**src/rtl/alu_exec_unit.sv**
```systemverilog
// MIPS-style execute unit: single-cycle ALU ops plus a 32-iteration iterative multiply/divide sharing HI/LO.
// Results are registered and held until the consumer accepts them.
module alu_exec_unit (
  input  logic        clk,
  input  logic        rst,
  input  logic        in_valid,
  output logic        in_ready,
  input  logic [5:0]  alu_op,
  input  logic [4:0]  shamt,
  input  logic [31:0] a,
  input  logic [31:0] b,
  output logic        out_valid,
  input  logic        out_ready,
  output logic [31:0] result,
  output logic        zero,
  output logic        overflow,
  output logic        illegal,
  output logic        busy
);

  localparam logic [5:0] OP_SLL   = 6'h00;
  localparam logic [5:0] OP_SRL   = 6'h02;
  localparam logic [5:0] OP_SRA   = 6'h03;
  localparam logic [5:0] OP_MFHI  = 6'h10;
  localparam logic [5:0] OP_MFLO  = 6'h12;
  localparam logic [5:0] OP_MULT  = 6'h18;
  localparam logic [5:0] OP_MULTU = 6'h19;
  localparam logic [5:0] OP_DIV   = 6'h1A;
  localparam logic [5:0] OP_DIVU  = 6'h1B;
  localparam logic [5:0] OP_ADD   = 6'h20;
  localparam logic [5:0] OP_ADDU  = 6'h21;
  localparam logic [5:0] OP_SUB   = 6'h22;
  localparam logic [5:0] OP_SUBU  = 6'h23;
  localparam logic [5:0] OP_AND   = 6'h24;
  localparam logic [5:0] OP_OR    = 6'h25;
  localparam logic [5:0] OP_XOR   = 6'h26;
  localparam logic [5:0] OP_NOR   = 6'h27;
  localparam logic [5:0] OP_SLT   = 6'h2A;
  localparam logic [5:0] OP_SLTU  = 6'h2B;

  typedef enum logic [1:0] {S_IDLE, S_MUL, S_DIV} state_t;

  state_t      state_q, state_d;
  logic [4:0]  cnt_q, cnt_d;
  logic [31:0] acc_q, acc_d;
  logic [31:0] work_q, work_d;
  logic [31:0] opnd_q, opnd_d;
  logic        qneg_q, qneg_d;
  logic        rneg_q, rneg_d;
  logic [31:0] hi_q, hi_d;
  logic [31:0] lo_q, lo_d;
  logic        out_valid_q, out_valid_d;
  logic [31:0] result_q, result_d;
  logic        zero_q, zero_d;
  logic        ovf_q, ovf_d;
  logic        ill_q, ill_d;

  logic        accept;
  logic [31:0] add_res, sub_res;
  logic [31:0] sc_res, sc_hi, sc_lo;
  logic        sc_ovf, sc_ill;
  logic        signed_op, start_mul, start_div;
  logic [31:0] abs_a, abs_b;
  logic [32:0] mul_sum;
  logic [32:0] div_rs;
  logic        div_ge;
  logic [31:0] step_acc, step_work;
  logic [63:0] prod_s;
  logic [31:0] fin_hi, fin_lo;

  assign in_ready  = (state_q == S_IDLE) && (!out_valid_q || out_ready);
  assign busy      = (state_q != S_IDLE);
  assign accept    = in_valid && in_ready;
  assign out_valid = out_valid_q;
  assign result    = result_q;
  assign zero      = zero_q;
  assign overflow  = ovf_q;
  assign illegal   = ill_q;

  assign add_res   = a + b;
  assign sub_res   = a - b;
  assign signed_op = (alu_op == OP_MULT) || (alu_op == OP_DIV);
  assign start_mul = (alu_op == OP_MULT) || (alu_op == OP_MULTU);
  assign start_div = ((alu_op == OP_DIV) || (alu_op == OP_DIVU)) && (b != 32'd0);
  assign abs_a     = (signed_op && a[31]) ? -a : a;
  assign abs_b     = (signed_op && b[31]) ? -b : b;

  always_comb begin
    sc_res = 32'd0;
    sc_ovf = 1'b0;
    sc_ill = 1'b0;
    sc_hi  = hi_q;
    sc_lo  = lo_q;
    case (alu_op)
      OP_SLL:  sc_res = b << shamt;
      OP_SRL:  sc_res = b >> shamt;
      OP_SRA:  sc_res = $signed(b) >>> shamt;
      OP_MFHI: sc_res = hi_q;
      OP_MFLO: sc_res = lo_q;
      OP_MULT, OP_MULTU: sc_res = 32'd0;
      // Only reached single-cycle when the divisor is zero.
      OP_DIV, OP_DIVU: begin
        sc_res = 32'hFFFF_FFFF;
        sc_hi  = a;
        sc_lo  = 32'hFFFF_FFFF;
      end
      OP_ADD: begin
        sc_res = add_res;
        sc_ovf = (a[31] == b[31]) && (add_res[31] != a[31]);
      end
      OP_ADDU: sc_res = add_res;
      OP_SUB: begin
        sc_res = sub_res;
        sc_ovf = (a[31] != b[31]) && (sub_res[31] != a[31]);
      end
      OP_SUBU: sc_res = sub_res;
      OP_AND:  sc_res = a & b;
      OP_OR:   sc_res = a | b;
      OP_XOR:  sc_res = a ^ b;
      OP_NOR:  sc_res = ~(a | b);
      OP_SLT:  sc_res = {31'd0, ($signed(a) < $signed(b))};
      OP_SLTU: sc_res = {31'd0, (a < b)};
      default: sc_ill = 1'b1;
    endcase
  end

  // One iteration: shift-add for MUL ({acc,work} is the product), restoring step for DIV (acc=rem, work=quot).
  assign mul_sum = {1'b0, acc_q} + (work_q[0] ? {1'b0, opnd_q} : 33'd0);
  assign div_rs  = {acc_q, work_q[31]};
  assign div_ge  = (div_rs >= {1'b0, opnd_q});

  always_comb begin
    step_acc  = acc_q;
    step_work = work_q;
    prod_s    = 64'd0;
    fin_hi    = 32'd0;
    fin_lo    = 32'd0;
    if (state_q == S_MUL) begin
      step_acc  = mul_sum[32:1];
      step_work = {mul_sum[0], work_q[31:1]};
      prod_s    = qneg_q ? -{step_acc, step_work} : {step_acc, step_work};
      fin_hi    = prod_s[63:32];
      fin_lo    = prod_s[31:0];
    end else if (state_q == S_DIV) begin
      step_acc  = div_ge ? (div_rs[31:0] - opnd_q) : div_rs[31:0];
      step_work = {work_q[30:0], div_ge};
      fin_lo    = qneg_q ? -step_work : step_work;
      fin_hi    = rneg_q ? -step_acc : step_acc;
    end
  end

  always_comb begin
    state_d     = state_q;
    cnt_d       = cnt_q;
    acc_d       = acc_q;
    work_d      = work_q;
    opnd_d      = opnd_q;
    qneg_d      = qneg_q;
    rneg_d      = rneg_q;
    hi_d        = hi_q;
    lo_d        = lo_q;
    out_valid_d = out_valid_q;
    result_d    = result_q;
    zero_d      = zero_q;
    ovf_d       = ovf_q;
    ill_d       = ill_q;

    if (out_valid_q && out_ready) out_valid_d = 1'b0;

    case (state_q)
      S_IDLE: begin
        if (accept) begin
          if (start_mul || start_div) begin
            state_d = start_mul ? S_MUL : S_DIV;
            cnt_d   = 5'd0;
            acc_d   = 32'd0;
            qneg_d  = signed_op && (a[31] ^ b[31]);
            rneg_d  = signed_op && a[31];
            work_d  = start_mul ? abs_b : abs_a;
            opnd_d  = start_mul ? abs_a : abs_b;
          end else begin
            out_valid_d = 1'b1;
            result_d    = sc_res;
            zero_d      = (sc_res == 32'd0);
            ovf_d       = sc_ovf;
            ill_d       = sc_ill;
            hi_d        = sc_hi;
            lo_d        = sc_lo;
          end
        end
      end
      S_MUL, S_DIV: begin
        acc_d  = step_acc;
        work_d = step_work;
        cnt_d  = cnt_q + 5'd1;
        if (cnt_q == 5'd31) begin
          state_d     = S_IDLE;
          cnt_d       = 5'd0;
          hi_d        = fin_hi;
          lo_d        = fin_lo;
          out_valid_d = 1'b1;
          result_d    = fin_lo;
          zero_d      = (fin_lo == 32'd0);
          ovf_d       = 1'b0;
          ill_d       = 1'b0;
        end
      end
      default: state_d = S_IDLE;
    endcase
  end

  always_ff @(posedge clk) begin
    if (rst) begin
      state_q     <= S_IDLE;
      cnt_q       <= 5'd0;
      acc_q       <= 32'd0;
      work_q      <= 32'd0;
      opnd_q      <= 32'd0;
      qneg_q      <= 1'b0;
      rneg_q      <= 1'b0;
      hi_q        <= 32'd0;
      lo_q        <= 32'd0;
      out_valid_q <= 1'b0;
      result_q    <= 32'd0;
      zero_q      <= 1'b0;
      ovf_q       <= 1'b0;
      ill_q       <= 1'b0;
    end else begin
      state_q     <= state_d;
      cnt_q       <= cnt_d;
      acc_q       <= acc_d;
      work_q      <= work_d;
      opnd_q      <= opnd_d;
      qneg_q      <= qneg_d;
      rneg_q      <= rneg_d;
      hi_q        <= hi_d;
      lo_q        <= lo_d;
      out_valid_q <= out_valid_d;
      result_q    <= result_d;
      zero_q      <= zero_d;
      ovf_q       <= ovf_d;
      ill_q       <= ill_d;
    end
  end

endmodule

```
**config.mk**
```make
export PLATFORM = sky130hd
export DESIGN_NAME = alu_exec_unit
export DESIGN_NICKNAME = d
export VERILOG_FILES = /design/src/rtl/alu_exec_unit.sv
export SDC_FILE = /design/constraint.sdc
export NUM_CORES = 2
export LEC_CHECK = 0
export ABC_CLOCK_PERIOD_IN_PS = 7400
export CAP_MARGIN = 10
export CORE_MARGIN = 2
export CORE_UTILIZATION = 32
export DETAILED_ROUTE_END_ITERATION = 10
export PLACE_DENSITY = 0.5
export SYNTH_ARGS = -nofsm -noshare
export SYNTH_HDL_FRONTEND = slang
export SYNTH_SLANG_ARGS = --single-unit
```
**constraint.sdc**
```tcl
create_clock -name clk -period 7.4 [get_ports clk]
set_input_delay 2.22 -clock clk [delete_from_list [all_inputs] [get_ports clk]]
set_output_delay 2.22 -clock clk [all_outputs]
set_load 0.05 [all_outputs]
```
* Word-level counts from Yosys, hierarchy flattened
Index checks and enable logic that the tools add are counted.
** Storage, ports and cells
- Input bits :: 79
- Logic and storage cells :: 163
- Output and inout bits :: 38
- Register bits after elaboration :: 205
** Cells by class
- Bitwise logic cells :: 5
- Mux-type cells :: 64
- $lt $le $gt $ge :: 3
- $add $sub $neg :: 10
- Reductions and logical operators :: 33
- Shifts and indexed selects :: 3
- Eq/ne operators :: 31
** Operator list (number)
- $mux W32 :: 30
- $pmux W32 S14 :: 1
- $pmux W32 S2 :: 5
- $neg A32 Y32 :: 4
- $logic_not A32 Y1 :: 2
- $lt A32 B32 Y1 :: 2
- $mux W64 :: 1
- $neg A64 Y64 :: 1
- $sub A32 B32 Y32 :: 2
- $eq A6 B6 Y1 const B :: 10
- $eq A6 B5 Y1 const B :: 6
- $add A32 B32 Y33 :: 1
- $ge A33 B32 Y1 :: 1
- $add A32 B32 Y32 :: 1
- $and A32 B32 Y32 :: 1
- $not A32 Y32 :: 1
- $or A32 B32 Y32 :: 1
- $reduce_bool A32 Y1 :: 1
- $shl A32 B5 Y32 :: 1
- $shr A32 B5 Y32 :: 1
- $sshr A32 B5 Y32 :: 1
- $xor A32 B32 Y32 :: 1
- $reduce_or A19 Y1 :: 1
- $mux W5 :: 3
- 26 further kinds :: 70

* Logic depth before layout (Yosys ltp)
- Word-level depth :: 8
- Gate-level depth with buffers :: 25

* Worst setup path before layout
OpenSTA, ideal clock, no wires.
- Path kind :: in2reg
- Start :: in b[6]
- End :: reg zero_q (netlist: zero)
- Data required time :: 7.304 ns
- Arrival time :: 5.805 ns
- Stages :: 16
- Buffers on the path :: 2
- Setup slack :: 1.499 ns
- Cell sequence :: clkbuf_1 -> inv_1 -> ha_1 -> buf_2 -> or3_1 -> nor4_1 -> a21boi_2 -> nor2_1 -> nand2_2 -> xnor2_1 -> a221o_1 -> or4_1 -> or4_1 -> nor3_1 -> nand4_1 -> o41ai_2
** On the way
- Longest elaborated chain between the ends :: 7
- Elaborated cells on any way between the ends :: 21
** Ends and longest elaborated chain
- start, declared :: RTL line 11 : input logic [31:0] b,
- branches (longest 7 deep; another with $sub A32 B32 Y32)
- end signal, assigned :: RTL line 240 : zero_q <= zero_d;
- end, declared :: RTL line 54 : logic zero_q, zero_d;
Parallel ways; which one is timed is not known. The select of a mux whose other input is x is not followed.
A chain may end at the register's enable or synchronous reset.

* Worst setup path in the final report
- Start :: in b[1]
- End :: reg zero_q (netlist: zero)
Same word-level chain as after synthesis.

==> impl_metrics.csv <==
group,metric,value,unit
synthesis,synthAdderAreaFrac,7.34,%
synthesis,synth_mux_area_share,9.11,%
timing,fmaxAchievable,144,MHz
timing,fin_crit_sh,94.1,%
global_routing,grt-ovfl-total,0,
setup_path,cp-end-kind,"flip-flop",
synthesis,synth_edf_count,0,
floorplan,die_x,311,um
synthesis,synth_ff_type,"dfxtp_1",
synthesis,ys_seq_area_share,13.6,%
placement,hpwl,132,mm
routing,routed_via_density,6.36,
synthesis,synth_top_family_by_area,"compound AO/OA/AOI/OAI gates",
synthesis,synthCells,4346,
timing,final_max_slew_viol_count,0,
global_routing,antenna_found_initial,7,
clock_tree,ctsResizeCount,0,
synthesis,syn-cell-area,30300,um2
timing,setup_slack,0.437,ns
timing,slew_headroom,6.76,%
placement,dp_cells,5570,
power,pwr-share-seq,25.4,%
cells_and_area,mostFrequentLayoutCell,"nand2_1",
run_status,status,"finished, final reports clean",
timing,hold_viol_final,0,
setup_path,worstPathRequired,7.86,ns
synthesis,syn-num-nets,4600,
setup_path,cp_cell_sequence,"clkdlybuf4s50_1 -> inv_1 -> ha_1 -> a21o_1 -> nand4_1 -> a2111oi_0 -> buf_4 -> o31ai_1 -> a221oi_1 -> or3_1 -> a21oi_1 -> nor2_1 -> a211o_1 -> a21oi_1 -> nand4_1 -> o41ai_2",
power,pwr-share-comb,41.6,%
cells_and_area,drive_above_1_share,11.4,%
floorplan,io_pins,117,
cells_and_area,syn2layout_area_growth,13.6,%
routing,drtPass1Iterations,7,
clock_tree,cts.sinks,205,
setup_path,path_delay_family,"compound AO/OA/AOI/OAI gates",
synthesis,ys_ff_latch,205,
floorplan,die-area,97000,um2
routing,initialDrtViolationCount,4500,
setup_path,critPathArrivalTime,7.43,ns
global_routing,grt_max_degree,82,
global_routing,first_global_vias,32282,
power,p_total,4.62,mW
clock_tree,post_cts_buffers,0,
placement,pre_cts_slack,0.181,ns
synthesis,synth-xor-area-share,5.79,%
routing,postRouteAntennaNets,0,
routing,vias,35710,
cells_and_area,final_cells,5619,
power,p_per_area,134,nW/um2
setup_path,max_stage_delay,0.81,ns
setup_path,cp_num_buf_inv,3,
power,ir_worst_vdd,0.152,mV
synthesis,async_flop_share,0,%
power,p_leak,13.0,nW
clock_tree,path_clk_slew,0.06,ns
floorplan,core_area,93500,um2
timing,rsz0062_at_grt,"no",
placement,gp_congestion,1.06,
timing,fin_worst_skew,0.0500,ns
synthesis,yosysWarnings,0,
global_routing,grt.total_usage,32.5,%
setup_path,worst-setup-path-type,"in -> reg",
clock_tree,clock-root-buffer,"clkbuf_16",
cells_and_area,design_area,34400,um2
cells_and_area,fin_util,36.8,%
timing,finalSetupViolCount,0,
routing,wl_per_cell,29.5,um
clock_tree,insertion_delay,0.60,ns
synthesis,ys_types,117,
setup_path,cp-start-kind,"primary input",
placement,port-buffer-count,116,
power,netSwitchingPower,1.91,mW
global_routing,grt_pass1_wl,236,mm
power,swShare,41.2,%
clock_tree,htreeDepth,1,
worst_hold_path,hold_class,"reg -> reg",
setup_path,cp_max_fo,5,
clock_tree,clockBufferDepth,3,
clock_tree,cts_tree,"built",
cells_and_area,mostFrequentLayoutCells,"nand2_1 (522), nor2_1 (478), a21oi_1 (351)",
power,clkPwrFrac,33.0,%
synthesis,synth-compound-area-share,31.5,%
placement,placed_cell_area,33400,um2
floorplan,die_h,311,um
timing,max_slew.worst_pin.slew,1.38,ns
timing,setup_tns,0,ns
routing,wl,166,mm
setup_path,cp_slowest_cell,"clkdlybuf4s50_1",
timing,layout_min_cycle_time,6.96,ns
cells_and_area,nets,4601,
routing,detail_route.drc_violations,0,
floorplan,start_util,32.4,%
job,cap_violations,0,
timing,whs,0.449,ns
clock_tree,hold_buffers,0,
floorplan,rows,112,
synthesis,yosys.area_share.simple,25.5,%
clock_tree,numCtsBuffers,28,
power,p_int,2.72,mW
synthesis,synth_area_per_cell,6.96,um2
routing by layer:
layer	vias to the layer above	part of all wire (%)	track usage, %
met5	-	0.031	0
met4	8	5.2	14.1
met3	334	9.6	5.44
met2	2010	42	47.8
met1	17300	44	46.3
li1	16058	-	-
final timing paths:
kind / startpoint / to / slack, ns / cells past startpoint
worst min-delay path: opnd_q[2]$_SDFFE_PP0P_ / opnd_q[2]$_SDFFE_PP0P_ / 0.45 / 2
worst max-delay path: b[1] / zero$_SDFFE_PP0P_ / 0.44 / 16
worst min register to register: opnd_q[2]$_SDFFE_PP0P_ / opnd_q[2]$_SDFFE_PP0P_ / 0.45 / 2
worst max register to register: acc_q[12]$_SDFFE_PP0P_ / hi_q[30]$_SDFFE_PP0P_ / 1.11 / 20
state kept, by name (all words and copies together) (netlist names):
signal and cells:
qneg_q 1, acc_q 32, illegal 1, work_q 32, out_valid 1, overflow 1
rneg_q 1, state_q 2, hi_q 32, cnt_q 5, result 32, lo_q 32
zero 1, opnd_q 32
area by class of cell:
class / instances / area (um2)
flip-flops and latches: 205 / 4110
inverters: 170 / 638
clock buffers: 34 / 764
diodes: 1 / 2.50
well taps: 1254 / 1570
clock inverters: 13 / 221
fillers: 10179 / 59100
repair buffers: 344 / 2990
multi-input cells: 3598 / 24100
synth_stat cells, types with 19 or more instances:
cell	n	area [um2]
nor4_1	37	231
a311oi_1	34	298
xnor2_1	145	1270
mux4_2	55	1240
dfxtp_1	205	4100
o2111ai_1	24	210
or3_1	49	307
o21ai_0	208	1040
buf_1	32	120
o21a_1	32	240
and3_1	31	194
nor2b_1	28	175
xor2_1	55	482
nand4_1	40	250
a31oi_1	39	244
mux2_2	33	372
nand3_1	112	561
o211ai_1	95	713
o21bai_1	19	143
ha_1	171	2140
o31ai_1	50	375
a21o_1	41	308
inv_1	163	612
a211oi_1	108	811
a221oi_1	26	228
mux2i_1	113	1130
buf_2	58	290
and2_1	28	175
or4_1	29	218
or2_2	30	188
nor2_1	487	1830
a22oi_1	71	533
nand2_1	522	1960
clkbuf_1	270	1010
nand2b_1	23	144
nor3_1	141	706
a21oi_1	351	1760
cells by family after synthesis:
kind of cell | after synthesis
buffers and inverters | 543
AOI/OAI and AO/OA | 1384
and+or+nand+nor | 1637
adders and majority gates | 175
muxes | 202
xor gates and xnor gates | 200
DFF | 205
power groups by stage:
stage | clock network, mW | logic, mW | registers, mW
finish | 1.52 | 1.92 | 1.18
detailed placement | 0 | 1.85 | 1.20
global route | 1.57 | 2.02 | 1.18
global placement | 0 | 1.86 | 1.20
floorplan | 0 | 1.11 | 1.22
CTS | 1.55 | 1.86 | 1.17
worst register-to-register path, cell delays in order (launching register included):
cell and delay (ns):
dfxtp_1 0.39, ha_1 0.53, nand2_1 0.26, nor4_1 0.62, nand3_1 0.18, a21o_1 0.25, nand3_2 0.18, mux2i_1 0.22
buf_4 0.16, ha_1 0.23, inv_1 0.12, nor4_1 0.48, nand2_1 0.14, nor4_1 0.30, a41oi_1 0.20, nor2_1 0.55
o2111ai_1 0.36, o21ai_0 0.31, xor2_1 0.34, o211ai_1 0.14, a311oi_1 0.23
Power figures use the tool's default switching activity.
